**config.mk**
```make
export PLATFORM = sky130hd
export DESIGN_NAME = sfp_tx_link_ctrl_flat
export DESIGN_NICKNAME = d
export VERILOG_FILES = /design/src/rtl/sfp_tx_link_ctrl_if.sv /design/src/rtl/sfp_tx_link_ctrl.sv /design/src/flat_wrapper.sv
export SDC_FILE = /design/constraint.sdc
export NUM_CORES = 1
export LEC_CHECK = 0
export CAP_MARGIN = 20
export CORE_MARGIN = 2
export CORE_UTILIZATION = 45
export CTS_CLUSTER_DIAMETER = 60
export DETAILED_ROUTE_END_ITERATION = 8
export PLACE_DENSITY = 0.63
export SYNTH_ARGS = -nofsm -noshare
export SYNTH_HDL_FRONTEND = slang
export SYNTH_SLANG_ARGS = --single-unit
```
**constraint.sdc**
```tcl
create_clock -name i_clk -period 3.2 [get_ports i_clk]
set_input_delay 0.8 -clock i_clk [delete_from_list [all_inputs] [get_ports i_clk]]
set_output_delay 0.8 -clock i_clk [all_outputs]
set_load 0.005 [all_outputs]
```
**src/rtl/sfp_tx_link_ctrl_if.sv**
```systemverilog
// Serializer/SFP-side signals of the TX link controller.
// The controller uses the slave modport; the master modport drives it.
interface sfp_tx_link_ctrl_if;
   logic       i_sym_strobe;
   logic       i_sfp_tx_flt;
   logic       i_clr_fault;
   logic       o_sfp_tx_dis_n;
   logic       o_comma_only;
   logic       o_drv_en;
   logic [1:0] o_tx_led;
   logic [2:0] o_state;
   logic [3:0] o_retry_cnt;

   modport master (
      output i_sym_strobe, i_sfp_tx_flt, i_clr_fault,
      input  o_sfp_tx_dis_n, o_comma_only, o_drv_en, o_tx_led, o_state, o_retry_cnt
   );

   modport slave (
      input  i_sym_strobe, i_sfp_tx_flt, i_clr_fault,
      output o_sfp_tx_dis_n, o_comma_only, o_drv_en, o_tx_led, o_state, o_retry_cnt
   );
endinterface

```
**src/rtl/sfp_tx_link_ctrl.sv**
```systemverilog
// SFP transmitter link sequencer: laser settle, comma training, payload, fault backoff/lockout.
// Optional LINK_CTRL_BLINK_EN: blinks green in ENABLE_WAIT/TRAIN and red in BACKOFF.
module sfp_tx_link_ctrl #(
   parameter int unsigned EN_WAIT_SYMS = 100,
   parameter int unsigned TRAIN_SYMS   = 1024,
   parameter int unsigned BACKOFF_SYMS = 10000,
   parameter int unsigned MAX_RETRY    = 3,
   parameter int unsigned FLT_FILT     = 4
) (
   input  logic               i_clk,
   input  logic               i_res_n,
   sfp_tx_link_ctrl_if.slave  link
);
   typedef enum logic [2:0] {
      DISABLED    = 3'd0,
      ENABLE_WAIT = 3'd1,
      TRAIN       = 3'd2,
      RUN         = 3'd3,
      BACKOFF     = 3'd4,
      LOCKOUT     = 3'd5
   } state_e;

   localparam logic [15:0] EN_WAIT_T = 16'(EN_WAIT_SYMS);
   localparam logic [15:0] TRAIN_T   = 16'(TRAIN_SYMS);
   localparam logic [15:0] BACKOFF_T = 16'(BACKOFF_SYMS);
   localparam logic [3:0]  RETRY_T   = 4'(MAX_RETRY);
   localparam logic [3:0]  FILT_T    = 4'(FLT_FILT);

   logic        flt_meta, flt_sync, flt;
   logic [3:0]  filt_cnt;
   state_e      state, nxt;
   logic [15:0] sym_cnt, sym_inc;
   logic [3:0]  retry_cnt, retry_nxt;
   logic        dis_n, comma, drv, blink;
   logic [1:0]  led, led_nxt;

   // Filter saturates at FLT_FILT so the fault holds while the pin stays high.
   always_ff @(posedge i_clk) begin
      if (!i_res_n) begin
         flt_meta <= 1'b0;
         flt_sync <= 1'b0;
         filt_cnt <= '0;
      end else begin
         flt_meta <= link.i_sfp_tx_flt;
         flt_sync <= flt_meta;
         if (!flt_sync)
            filt_cnt <= '0;
         else if (filt_cnt != FILT_T)
            filt_cnt <= filt_cnt + 4'd1;
      end
   end

   assign flt     = (filt_cnt == FILT_T);
   assign sym_inc = sym_cnt + 16'd1;

`ifdef LINK_CTRL_BLINK_EN
   logic [17:0] blink_cnt;

   always_ff @(posedge i_clk) begin
      if (!i_res_n)
         blink_cnt <= '0;
      else if (link.i_sym_strobe)
         blink_cnt <= blink_cnt + 18'd1;
   end

   assign blink = blink_cnt[17];
`else
   assign blink = 1'b1;
`endif

   always_comb begin
      nxt       = state;
      retry_nxt = retry_cnt;
      unique case (state)
         DISABLED:    nxt = ENABLE_WAIT;
         ENABLE_WAIT: if (link.i_sym_strobe && sym_inc == EN_WAIT_T) nxt = TRAIN;
         TRAIN:       if (link.i_sym_strobe && sym_inc == TRAIN_T)   nxt = RUN;
         RUN:         nxt = RUN;
         BACKOFF:     if (link.i_sym_strobe && sym_inc == BACKOFF_T) nxt = DISABLED;
         LOCKOUT:     if (link.i_clr_fault) nxt = DISABLED;
         default:     nxt = DISABLED;
      endcase
      // Fault overrides any count terminal reached on the same clock.
      if (flt && (state == ENABLE_WAIT || state == TRAIN || state == RUN)) begin
         if (retry_cnt < RETRY_T) begin
            nxt       = BACKOFF;
            retry_nxt = retry_cnt + 4'd1;
         end else begin
            nxt = LOCKOUT;
         end
      end
      if (nxt == RUN && state != RUN)
         retry_nxt = '0;
   end

   always_comb begin
      led_nxt = '0;
      unique case (nxt)
         ENABLE_WAIT, TRAIN: led_nxt = {blink, 1'b0};
         RUN:                led_nxt = 2'b10;
         BACKOFF:            led_nxt = {1'b0, blink};
         LOCKOUT:            led_nxt = 2'b01;
         default:            led_nxt = 2'b00;
      endcase
   end

   // Outputs are decoded from the next state so they change on the entering edge.
   always_ff @(posedge i_clk) begin
      if (!i_res_n) begin
         state     <= DISABLED;
         sym_cnt   <= '0;
         retry_cnt <= '0;
         dis_n     <= 1'b0;
         comma     <= 1'b1;
         drv       <= 1'b0;
         led       <= '0;
      end else begin
         state     <= nxt;
         retry_cnt <= retry_nxt;
         if (nxt != state)
            sym_cnt <= '0;
         else if (link.i_sym_strobe)
            sym_cnt <= sym_inc;
         dis_n <= (nxt == ENABLE_WAIT || nxt == TRAIN || nxt == RUN);
         comma <= (nxt != RUN);
         drv   <= (nxt == RUN);
         led   <= led_nxt;
      end
   end

   assign link.o_state        = state;
   assign link.o_retry_cnt    = retry_cnt;
   assign link.o_sfp_tx_dis_n = dis_n;
   assign link.o_comma_only   = comma;
   assign link.o_drv_en       = drv;
   assign link.o_tx_led       = led;
endmodule

```
**src/flat_wrapper.sv**
```systemverilog
// flat-port wrapper written by rule: the top's interface ports become plain ports
module sfp_tx_link_ctrl_flat 
#(
   parameter int unsigned EN_WAIT_SYMS = 100,
   parameter int unsigned TRAIN_SYMS   = 1024,
   parameter int unsigned BACKOFF_SYMS = 10000,
   parameter int unsigned MAX_RETRY    = 3,
   parameter int unsigned FLT_FILT     = 4
)
  (i_clk, i_res_n, link_i_sym_strobe, link_i_sfp_tx_flt, link_i_clr_fault, link_o_sfp_tx_dis_n, link_o_comma_only, link_o_drv_en, link_o_tx_led, link_o_state, link_o_retry_cnt);
  sfp_tx_link_ctrl_if link_i ();
  input  logic i_clk;
  input  logic i_res_n;
  input wire logic [$bits(link_i.i_sym_strobe)-1:0] link_i_sym_strobe;
  input wire logic [$bits(link_i.i_sfp_tx_flt)-1:0] link_i_sfp_tx_flt;
  input wire logic [$bits(link_i.i_clr_fault)-1:0] link_i_clr_fault;
  output wire logic [$bits(link_i.o_sfp_tx_dis_n)-1:0] link_o_sfp_tx_dis_n;
  output wire logic [$bits(link_i.o_comma_only)-1:0] link_o_comma_only;
  output wire logic [$bits(link_i.o_drv_en)-1:0] link_o_drv_en;
  output wire logic [$bits(link_i.o_tx_led)-1:0] link_o_tx_led;
  output wire logic [$bits(link_i.o_state)-1:0] link_o_state;
  output wire logic [$bits(link_i.o_retry_cnt)-1:0] link_o_retry_cnt;
  assign link_i.i_sym_strobe = link_i_sym_strobe;
  assign link_i.i_sfp_tx_flt = link_i_sfp_tx_flt;
  assign link_i.i_clr_fault = link_i_clr_fault;
  assign link_o_sfp_tx_dis_n = link_i.o_sfp_tx_dis_n;
  assign link_o_comma_only = link_i.o_comma_only;
  assign link_o_drv_en = link_i.o_drv_en;
  assign link_o_tx_led = link_i.o_tx_led;
  assign link_o_state = link_i.o_state;
  assign link_o_retry_cnt = link_i.o_retry_cnt;
  sfp_tx_link_ctrl #(.EN_WAIT_SYMS(EN_WAIT_SYMS), .TRAIN_SYMS(TRAIN_SYMS), .BACKOFF_SYMS(BACKOFF_SYMS), .MAX_RETRY(MAX_RETRY), .FLT_FILT(FLT_FILT)) u_core (.i_clk(i_clk), .i_res_n(i_res_n), .link(link_i));
endmodule
```
==> impl_metrics.env, run 1 <==
export IMPL_status="completed"
export IMPL_final_cells=308
export IMPL_synthTopCellsByArea="dfxtp_1 31%, xor2_1 7.1%, xnor2_1 4.6%"
export IMPL_rows=24
export IMPL_r2r_end="u_core.sym_cnt[10]"
export IMPL_power_leakage_nw=0.826
export IMPL_worst_ep_required_time_ns=3.40
export IMPL_fin_area_um2=2410
export IMPL_fin_tns_setup_ns=0
export IMPL_cp_max_fo=16
export IMPL_grt_pass1_wl_mm=7.96
export IMPL_drt_pass1_iter_count=4
export IMPL_maxCapViolCount=0
export IMPL_criticalPathCategory="flip-flop to flip-flop"
export IMPL_numCtsBuffers=5
export IMPL_yosysUniqueCellTypes=54
export IMPL_final_core_util_pct=54.2
export IMPL_synth_top_cell_by_area="dfxtp_1"
export IMPL_fin_crit_ns=2.90
export IMPL_die_h_um=72.4
export IMPL_antenna_found_initial=0
export IMPL_dp_cells=300
export IMPL_dp_hpwl_mm=3.41
export IMPL_fillCellCount=431
export IMPL_synth_area_per_cell_um2=8.64
export IMPL_synthArstFlopShare_pct=0
export IMPL_diodes=0
export IMPL_dpl_cell_area_um2=2290
export IMPL_synth_edf_count=0
export IMPL_root_buffer="clkbuf_8"
export IMPL_maxSlewHeadroom_pct=53.5
export IMPL_max_clock_path_buffers=2
export IMPL_grt_max_degree=17
export IMPL_io_pins=17
export IMPL_routedWlPerCell_um=15.5
export IMPL_drc=0
export IMPL_yosysMostFrequentCell="dfxtp_1"
export IMPL_hold_path_depth=2
export IMPL_ys_flop_type="dfxtp_1"
export IMPL_die_x_um=72.4
export IMPL_cts_resized=0
export IMPL_ys_seq_elements=33
export IMPL_gp_congestion=0.818
export IMPL_htreeDepth=2
export IMPL_slowest_stage="or4_1"
export IMPL_synth_nets=254
export IMPL_synth_warnings=0
export IMPL_synthCells=244
export IMPL_grt_pass1_vias=1659
export IMPL_worst_hold_path_endpoint="u_core.link.o_retry_cnt[2]"
export IMPL_coreArea_um2=4440
export IMPL_final_net_count=265
export IMPL_cts_tree="done"
export IMPL_clkPwrFrac_pct=45.6
export IMPL_postCtsSetupBuffers=0
export IMPL_grt_use_total_pct=19.3
export IMPL_clk_latency_ns=0.29
export IMPL_clk_pin_slew_ns=0.07
export IMPL_setup_viol=0
export IMPL_peakVddDrop_mv=0.244
export IMPL_start_util_pct=47.4
export IMPL_syn_area_um2=2110
export IMPL_power_internal_mw=0.697
export IMPL_via_count=1841
export IMPL_rsz0062_at_grt="false"
export IMPL_seqCellArea_um2=661
export IMPL_drt_initial_drc_count=129
export IMPL_final_period_utilization_pct=90.7
export IMPL_grt_overflow_total=0
export IMPL_vias_per_cell=5.98
export IMPL_critPathTopFamily="simple AND/OR/NAND/NOR gates"
export IMPL_maxSlewViolCount=0
export IMPL_power_frac_comb_pct=8.0
export IMPL_cp_end_kind="flip-flop"
export IMPL_area_growth_pct=14.2
export IMPL_post_synth_top_area_fraction_pct=31.3
export IMPL_final_hold_viol_count=0
export IMPL_max_clock_freq_ghz=0.344
export IMPL_hp_class="flip-flop to flip-flop"
export IMPL_r2r_setup_slack_ns=0.30
export IMPL_synth_top_cells_by_count="33 x dfxtp_1, 21 x nand2_1, 17 x xor2_1"
export IMPL_multi_input_area_um2=1300
export IMPL_drive_gt1_share_pct=15.2
export IMPL_crit_chain="inv_1, ha_1, nand3b_4, or3_4, or4_1, a21oi_2, o41ai_1, a221o_2, a211oi_1"
export IMPL_fp_dieArea_um2=5250
export IMPL_routed_wl_mm=4.79
export IMPL_cpPeakStageDelay_ns=0.59
export IMPL_setup_worst_path_start_class="flip-flop"
export IMPL_switching_share_pct=23.1
export IMPL_reg2reg_from="u_core.filt_cnt[0]"
export IMPL_worstMarginPinSlew_ns=0.696
export IMPL_cts_hold_buf=0
export IMPL_skew_ns=0.00384
export IMPL_hold_ws_ns=0.450
export IMPL_path_buf_inv=1
export IMPL_switchingPower_mw=0.209
export IMPL_r2r_cells=9
export IMPL_cts_sinks=33
export IMPL_powerDensity_nw_per_um2=377
export IMPL_ys_seq_area_share_pct=31.3
export IMPL_power_frac_seq_pct=46.4
export IMPL_io_buffers=16
export IMPL_hold_start="u_core.link.o_retry_cnt[2]"
export IMPL_drtAntennaViolNets=0
export IMPL_critPathArrivalTime_ns=3.10
metrics by stage:
| step | power (mW) | setup WS [ns] |
|---|---|---|
| 2_1_floorplan | 0.479 | 0.610 |
| 6_report | 0.906 | 0.296 |
| 3_3_place_gp | 0.500 | 0.257 |
| 4_1_cts | 0.915 | 0.293 |
| 5_1_grt | 0.936 | 0.136 |
| 3_5_place_dp | 0.501 | 0.220 |
final cells by class:
class	instances	share of cell area, %
sequential	33	27.4
tap	52	2.70
clock buffer	7	3.59
multi-input combinational	182	54.0
inverter	6	0.936
clock inverter	1	1.25
timing repair buffer	27	10.1
sequential cells by signal, summed over array words and instances (netlist names):
signal,flops
u_core.filt_cnt,4
u_core.flt_meta,1
u_core.flt_sync,1
u_core.link.o_comma_only,1
u_core.link.o_drv_en,1
u_core.link.o_retry_cnt,4
u_core.link.o_state,3
u_core.link.o_tx_led,2
u_core.sym_cnt,16
power by group through the flow:
stage | combinational (mW) | clock, mW | sequential (mW)
final | 0.0722 | 0.414 | 0.420
after global routing | 0.0783 | 0.437 | 0.421
after CTS | 0.0716 | 0.423 | 0.420
after detailed placement | 0.0715 | 0 | 0.430
after global placement | 0.0708 | 0 | 0.430
after floorplan | 0.0499 | 0 | 0.429
metal layers:
layer | up-vias | global-route usage (%) | share of wire, %
met2 | 22 | 29.2 | 45
li1 | 904 | - | -
met1 | 906 | 26.3 | 50
met4 | 0 | 8.23 | 1.8
met5 | - | 0 | 0
met3 | 9 | 4.58 | 2.9
worst max path at each step:
stage	cells past startpoint	startpoint	slack, ns	end
2_1_floorplan	10	u_core.sym_cnt[0]	0.61	u_core.link.o_state[0]
3_3_place_gp	7	link_i_sym_strobe	0.26	u_core.sym_cnt[14]
3_5_place_dp	7	link_i_sym_strobe	0.22	u_core.sym_cnt[10]
4_1_cts	9	u_core.filt_cnt[0]	0.29	u_core.sym_cnt[10]
5_1_grt	9	u_core.filt_cnt[0]	0.14	u_core.sym_cnt[12]
6_report	9	u_core.filt_cnt[0]	0.30	u_core.sym_cnt[10]
logic make-up after synthesis:
logic type / synth area share, %
AO/OA/AOI/OAI: 19.9
AND/OR/NAND/NOR: 25.6
flip-flops: 31.3
multiplexers: 1.48
buffers and inverters: 7.00
XOR/XNOR: 11.6
adder cells (fa/ha/maj): 2.97
worst reg2reg max path: cells and delay by family, from the launching register on:
family / cells / cell delay (ns)
AND/OR/NAND/NOR: 3 / 1.12
adder cells (fa/ha/maj): 1 / 0.21
flip-flops: 1 / 0.35
buffers and inverters: 1 / 0.07
AO/OA/AOI/OAI: 4 / 1.09
placed cells by master (no fill, tap or decap), types with 3 or more instances in the layout:
master | netlist | final
nand4_1 | 7 | 7
a211oi_2 | 5 | 5
and3_1 | 6 | 6
clkbuf_8 | 0 | 6
clkdlybuf4s50_1 | 0 | 16
nand3_1 | 14 | 14
nor3_1 | 12 | 12
o21ai_0 | 8 | 8
nand2b_1 | 3 | 3
a211oi_1 | 8 | 8
inv_1 | 6 | 6
ha_1 | 5 | 5
buf_4 | 3 | 11
nor2_1 | 10 | 10
a31oi_1 | 3 | 3
xor2_1 | 17 | 17
and2_1 | 3 | 3
a21oi_1 | 8 | 8
dfxtp_1 | 33 | 33
xnor2_1 | 11 | 11
o31ai_2 | 5 | 5
nand2_1 | 21 | 21
Note: power is estimated with default switching activity, not from simulation.
==> run 2, diff against run 1 <==
--- a/config.mk
+++ b/config.mk
@@ -5,12 +5,14 @@
 export SDC_FILE = /design/constraint.sdc
 export NUM_CORES = 1
 export LEC_CHECK = 0
+export ABC_AREA = 0
 export CAP_MARGIN = 20
 export CORE_MARGIN = 2
-export CORE_UTILIZATION = 45
+export CORE_UTILIZATION = 50
 export CTS_CLUSTER_DIAMETER = 60
 export DETAILED_ROUTE_END_ITERATION = 8
-export PLACE_DENSITY = 0.63
+export PLACE_DENSITY = 0.69
 export SYNTH_ARGS = -nofsm -noshare
 export SYNTH_HDL_FRONTEND = slang
 export SYNTH_SLANG_ARGS = --single-unit
+export TNS_END_PERCENT = 5
==> run 2 against run 1 <==
  * Hold slack got worse by 0.014 ns
  * Utilization increased by 4.5 points
  * Critical path depth unchanged
  * First-iteration DRC count decreased by 33%
  * Highest routed layer unchanged
  * Register-to-register slack improved by 0.07 ns
  * Wire length decreased by 5.5%
  * Via count decreased by 6.1%
  * Fmax increased by 2.4%
  * Total power decreased by 12%
  * Clock power decreased by 27%
  * Largest power group unchanged
  * Sequential cell count unchanged
  * Sequential power about the same
==> impl_metrics.env, run 2 (synthesized netlist as in run 1, its figures left out) <==
export IMPL_root_buffer="clkbuf_8"
export IMPL_power_mw=0.794
export IMPL_grt_max_degree=17
export IMPL_hp_class="flip-flop to flip-flop"
export IMPL_start_util_pct=52.3
export IMPL_area_growth_pct=12.1
export IMPL_grt_overflow_total=0
export IMPL_final_common_cell="dfxtp_1"
export IMPL_grt_pass1_wl_mm=7.33
export IMPL_rsz0062_at_grt="false"
export IMPL_status="completed"
export IMPL_final_hold_viol_count=0
export IMPL_r2r_cells=9
export IMPL_switching_share_pct=25.3
export IMPL_final_cells=305
export IMPL_drc=0
export IMPL_hold_path_depth=1
export IMPL_via_count=1728
export IMPL_fp_dieArea_um2=4750
export IMPL_fin_crit_ns=2.84
export IMPL_maxSlewViolCount=0
export IMPL_drt_initial_drc_count=87
export IMPL_cts_sinks=33
export IMPL_cts_hold_buf=0
export IMPL_critPathArrivalTime_ns=3.03
export IMPL_routed_wl_mm=4.53
export IMPL_dp_cells=297
export IMPL_setup_viol=0
export IMPL_clkPwrFrac_pct=38.1
export IMPL_critPathTopFamily="simple AND/OR/NAND/NOR gates"
export IMPL_routedWlPerCell_um=14.8
export IMPL_hold_ws_ns=0.435
export IMPL_maxCapViolCount=0
export IMPL_power_frac_seq_pct=52.9
export IMPL_cp_max_fo=16
export IMPL_path_buf_inv=1
export IMPL_skew_ns=0.00993
export IMPL_die_x_um=68.9
export IMPL_io_pins=17
export IMPL_power_frac_comb_pct=9.0
export IMPL_slowest_stage="or4_1"
export IMPL_setup_worst_path_start_class="flip-flop"
export IMPL_cts_tree="done"
export IMPL_antenna_found_initial=0
export IMPL_power_leakage_nw=0.807
export IMPL_drive_gt1_share_pct=14.9
export IMPL_worst_path_stages=9
export IMPL_io_buffers=16
export IMPL_final_period_utilization_pct=88.6
export IMPL_maxSlewHeadroom_pct=52.9
export IMPL_crit_chain="inv_1, ha_1, nand3b_4, or3_4, or4_1, a21oi_2, o41ai_1, a221o_2, o31ai_2"
export IMPL_dp_hpwl_mm=3.18
export IMPL_max_clock_freq_ghz=0.353
export IMPL_criticalPathCategory="flip-flop to flip-flop"
export IMPL_dpl_cell_area_um2=2280
export IMPL_final_net_count=264
export IMPL_setup_ws_ns=0.365
export IMPL_power_internal_mw=0.594
export IMPL_peakVddDrop_mv=0.198
export IMPL_cp_end_kind="flip-flop"
export IMPL_largest_reg_flops=16
export IMPL_fin_area_um2=2360
export IMPL_clk_pin_slew_ns=0.06
export IMPL_postCtsSetupBuffers=0
export IMPL_fin_tns_setup_ns=0
export IMPL_mostFrequentLayoutCells="33 x dfxtp_1, 21 x nand2_1, 17 x xor2_1"
export IMPL_worstMarginPinSlew_ns=0.705
export IMPL_diodes=0
export IMPL_die_h_um=68.9
export IMPL_drtAntennaViolNets=0
export IMPL_gp_congestion=0.810
export IMPL_switchingPower_mw=0.201
export IMPL_rows=23
export IMPL_post_place_ws_ns=0.250
export IMPL_cpPeakStageDelay_ns=0.58
export IMPL_regMostFlops="u_core.sym_cnt"
export IMPL_grt_use_total_pct=20.9
export IMPL_clk_latency_ns=0.29
export IMPL_drt_pass1_iter_count=4
export IMPL_numCtsBuffers=5
export IMPL_powerDensity_nw_per_um2=336
export IMPL_grt_pass1_vias=1518
export IMPL_max_clock_path_buffers=2
export IMPL_vias_per_cell=5.67
export IMPL_htreeDepth=2
export IMPL_cts_resized=0
export IMPL_coreArea_um2=4030
export IMPL_final_core_util_pct=58.7
export IMPL_worst_ep_required_time_ns=3.39
-- run 2: cell types whose count changed in the layout (fill, tap and decap cells not counted) --
| cell | change |
|---|---|
| bufinv_16 | -1 |
| buf_4 | -1 |
| clkinv_2 | +2 |
| clkbuf_8 | -1 |
-- run 2: final timing paths --
path | from | to | slack [ns]
min reg2reg | u_core.flt_meta | u_core.flt_sync | 0.44
max | u_core.filt_cnt[0] | u_core.sym_cnt[1] | 0.36
max reg2reg | u_core.filt_cnt[0] | u_core.sym_cnt[1] | 0.36
min | u_core.flt_meta | u_core.flt_sync | 0.44
-- run 2: power by group through the flow --
| stage | registers, mW | clock network, mW | logic, mW |
|---|---|---|---|
| finish | 0.421 | 0.303 | 0.0711 |
| detailed placement | 0.430 | 0 | 0.0704 |
| floorplan | 0.429 | 0 | 0.0499 |
| global route | 0.421 | 0.328 | 0.0769 |
| global placement | 0.430 | 0 | 0.0703 |
| CTS | 0.420 | 0.311 | 0.0706 |
-- run 2: area by class of cell --
class	instances	area, um^2
Fill cell	383	1670
Multi-Input combinational cell	182	1300
Sequential cell	33	661
Timing Repair Buffer	26	235
Clock buffer	6	72.6
Tap cell	50	62.6
Inverter	6	22.5
Clock inverter	2	10.0
-- run 2: layer usage --
| layer | routed length, um | vias up | global-route usage (%) | part of all wire (%) |
|---|---|---|---|---|
| li1 | - | 900 | - | - |
| met1 | 2330 | 799 | 28.0 | 51 |
| met2 | 2020 | 22 | 32.6 | 45 |
| met3 | 116 | 7 | 5.36 | 2.6 |
| met4 | 62 | 0 | 6.86 | 1.4 |
| met5 | 0 | - | 0 | 0 |
==> run 3, diff against run 2 <==
--- a/config.mk
+++ b/config.mk
@@ -12,6 +12,7 @@
 export CTS_CLUSTER_DIAMETER = 60
 export DETAILED_ROUTE_END_ITERATION = 8
 export PLACE_DENSITY = 0.69
+export RECOVER_POWER = 25
 export SYNTH_ARGS = -nofsm -noshare
 export SYNTH_HDL_FRONTEND = slang
 export SYNTH_SLANG_ARGS = --single-unit
==> run 3 against run 2 <==
  * Hold slack is the same
  * Via count is the same
  * Critical path depth is the same
  * Combinational power shrank 1%
  * Sequential cell count is the same
  * Clock power is essentially flat
  * Worst setup slack is essentially flat
  * Sequential share of layout area is the same
  * Largest power group unchanged
==> impl_metrics.env, run 3 (synthesized netlist as in run 1, its figures left out) <==
export IMPL_power_mw=0.794
export IMPL_routedWlPerCell_um=14.8
export IMPL_postCtsSetupBuffers=0
export IMPL_criticalPathCategory="flip-flop to flip-flop"
export IMPL_area_growth_pct=12.1
export IMPL_clk_latency_ns=0.29
export IMPL_cp_max_fo=16
export IMPL_maxCapViolCount=0
export IMPL_drt_pass1_iter_count=4
export IMPL_start_util_pct=52.3
export IMPL_final_net_count=264
export IMPL_cp_end_kind="flip-flop"
export IMPL_gp_congestion=0.810
export IMPL_setup_worst_path_start_class="flip-flop"
export IMPL_io_pins=17
export IMPL_htreeDepth=2
export IMPL_switching_share_pct=25.3
export IMPL_final_period_utilization_pct=88.6
export IMPL_power_frac_comb_pct=8.9
export IMPL_max_clock_path_buffers=2
export IMPL_multi_input_area_um2=1300
export IMPL_fillCellCount=383
export IMPL_worst_hold_path_endpoint="u_core.flt_sync"
export IMPL_final_common_cell="dfxtp_1"
export IMPL_clkPwrFrac_pct=38.1
export IMPL_reg2reg_from="u_core.filt_cnt[0]"
export IMPL_seqCellArea_um2=661
export IMPL_hold_start="u_core.flt_meta"
export IMPL_rsz0062_at_grt="false"
export IMPL_cts_resized=0
export IMPL_fp_dieArea_um2=4750
export IMPL_r2r_cells=9
export IMPL_largest_reg_flops=16
export IMPL_routed_wl_mm=4.53
export IMPL_final_hold_viol_count=0
export IMPL_rows=23
export IMPL_drt_initial_drc_count=87
export IMPL_io_buffers=16
export IMPL_diodes=0
export IMPL_grt_pass1_vias=1518
export IMPL_power_leakage_nw=0.812
export IMPL_root_buffer="clkbuf_8"
export IMPL_coreArea_um2=4030
export IMPL_grt_max_degree=17
export IMPL_mostFrequentLayoutCells="33 x dfxtp_1, 21 x nand2_1, 17 x xor2_1"
export IMPL_maxSlewViolCount=0
export IMPL_power_internal_mw=0.593
export IMPL_cts_hold_buf=0
export IMPL_worstMarginPinSlew_ns=0.705
export IMPL_hold_ws_ns=0.435
export IMPL_fin_tns_setup_ns=0
export IMPL_r2r_end="u_core.sym_cnt[1]"
export IMPL_dp_cells=297
export IMPL_antenna_found_initial=0
export IMPL_setup_viol=0
export IMPL_final_cells=305
export IMPL_hold_path_depth=1
export IMPL_vias_per_cell=5.67
export IMPL_power_frac_seq_pct=53.0
export IMPL_hp_class="flip-flop to flip-flop"
export IMPL_grt_pass1_wl_mm=7.33
export IMPL_via_count=1728
export IMPL_powerDensity_nw_per_um2=336
export IMPL_maxSlewHeadroom_pct=52.9
export IMPL_drive_gt1_share_pct=14.9
export IMPL_cts_sinks=33
export IMPL_critPathArrivalTime_ns=3.03
export IMPL_max_clock_freq_ghz=0.353
export IMPL_grt_use_total_pct=20.9
export IMPL_die_x_um=68.9
export IMPL_clk_pin_slew_ns=0.06
export IMPL_status="completed"
export IMPL_fin_crit_ns=2.84
export IMPL_drc=0
export IMPL_dp_hpwl_mm=3.18
export IMPL_die_h_um=68.9
export IMPL_regMostFlops="u_core.sym_cnt"
export IMPL_peakVddDrop_mv=0.198
export IMPL_r2r_setup_slack_ns=0.36
export IMPL_switchingPower_mw=0.201
export IMPL_worst_ep_required_time_ns=3.39
export IMPL_cts_tree="done"
export IMPL_grt_overflow_total=0
export IMPL_skew_ns=0.00993
export IMPL_drtAntennaViolNets=0
export IMPL_numCtsBuffers=5
## run 3: cell count changes in the layout (fill, tap and decap cells not counted), sizes merged
cell / delta
clkdlybuf4s50: -6
dlygate4sd3: +6
## run 3: power by group through the flow
stage	Sequential, mW	Clock, mW	Combinational (mW)
2_1_floorplan	0.429	0	0.0499
3_3_place_gp	0.430	0	0.0703
3_5_place_dp	0.430	0	0.0704
4_1_cts	0.420	0.311	0.0706
5_1_grt	0.421	0.328	0.0761
6_report	0.421	0.303	0.0704
## run 3: routing by layer
layer	GRT usage (%)	wire length [um]	vias to the layer above	part of all wire (%)
li1	-	-	900	-
met1	28.0	2330	799	51
met2	32.6	2020	22	45
met3	5.36	116	7	2.6
met4	6.86	62	0	1.4
met5	0	0	-	0
## run 3: how the worst max path moves through the flow
stage                  startpoint                endpoint  slack, ns  cells past startpoint
4_1_cts        u_core.filt_cnt[0]      u_core.sym_cnt[10]       0.36                      9
5_1_grt         u_core.sym_cnt[0]      u_core.sym_cnt[10]       0.09                      8
3_5_place_dp    link_i_sym_strobe      u_core.sym_cnt[10]       0.25                      7
2_1_floorplan   u_core.sym_cnt[0]  u_core.link.o_state[0]       0.61                     10
3_3_place_gp    link_i_sym_strobe      u_core.sym_cnt[10]       0.27                      7
6_report       u_core.filt_cnt[0]       u_core.sym_cnt[1]       0.36                      9
## run 3: critical path, stage by stage, from the launching register on
cell      delay (ns)
dfxtp_1         0.35
inv_1           0.07
ha_1            0.21
nand3b_4        0.11
or3_4           0.40
or4_1           0.58
a21oi_2         0.17
o41ai_1         0.07
a221o_2         0.50
o31ai_2         0.28
## run 3: per-stage QoR
stage / worst slack (ns) / util, % / area [um^2]
2_1_floorplan: 0.610 / - / 2110
3_3_place_gp: 0.273 / 56.6 / 2280
3_5_place_dp: 0.250 / 56.6 / 2280
4_1_cts: 0.358 / 58.7 / 2360
5_1_grt: 0.0937 / 58.7 / 2360
6_report: 0.365 / 58.7 / 2360
## run 3: cell type report
class                   count  share of cell area [%]
flip-flops and latches     33                    28.0
well taps                  50                    2.65
repair buffers             26                    9.95
clock buffers               6                    3.07
multi-input cells         182                    55.0
inverters                   6                   0.953
clock inverters             2                   0.424
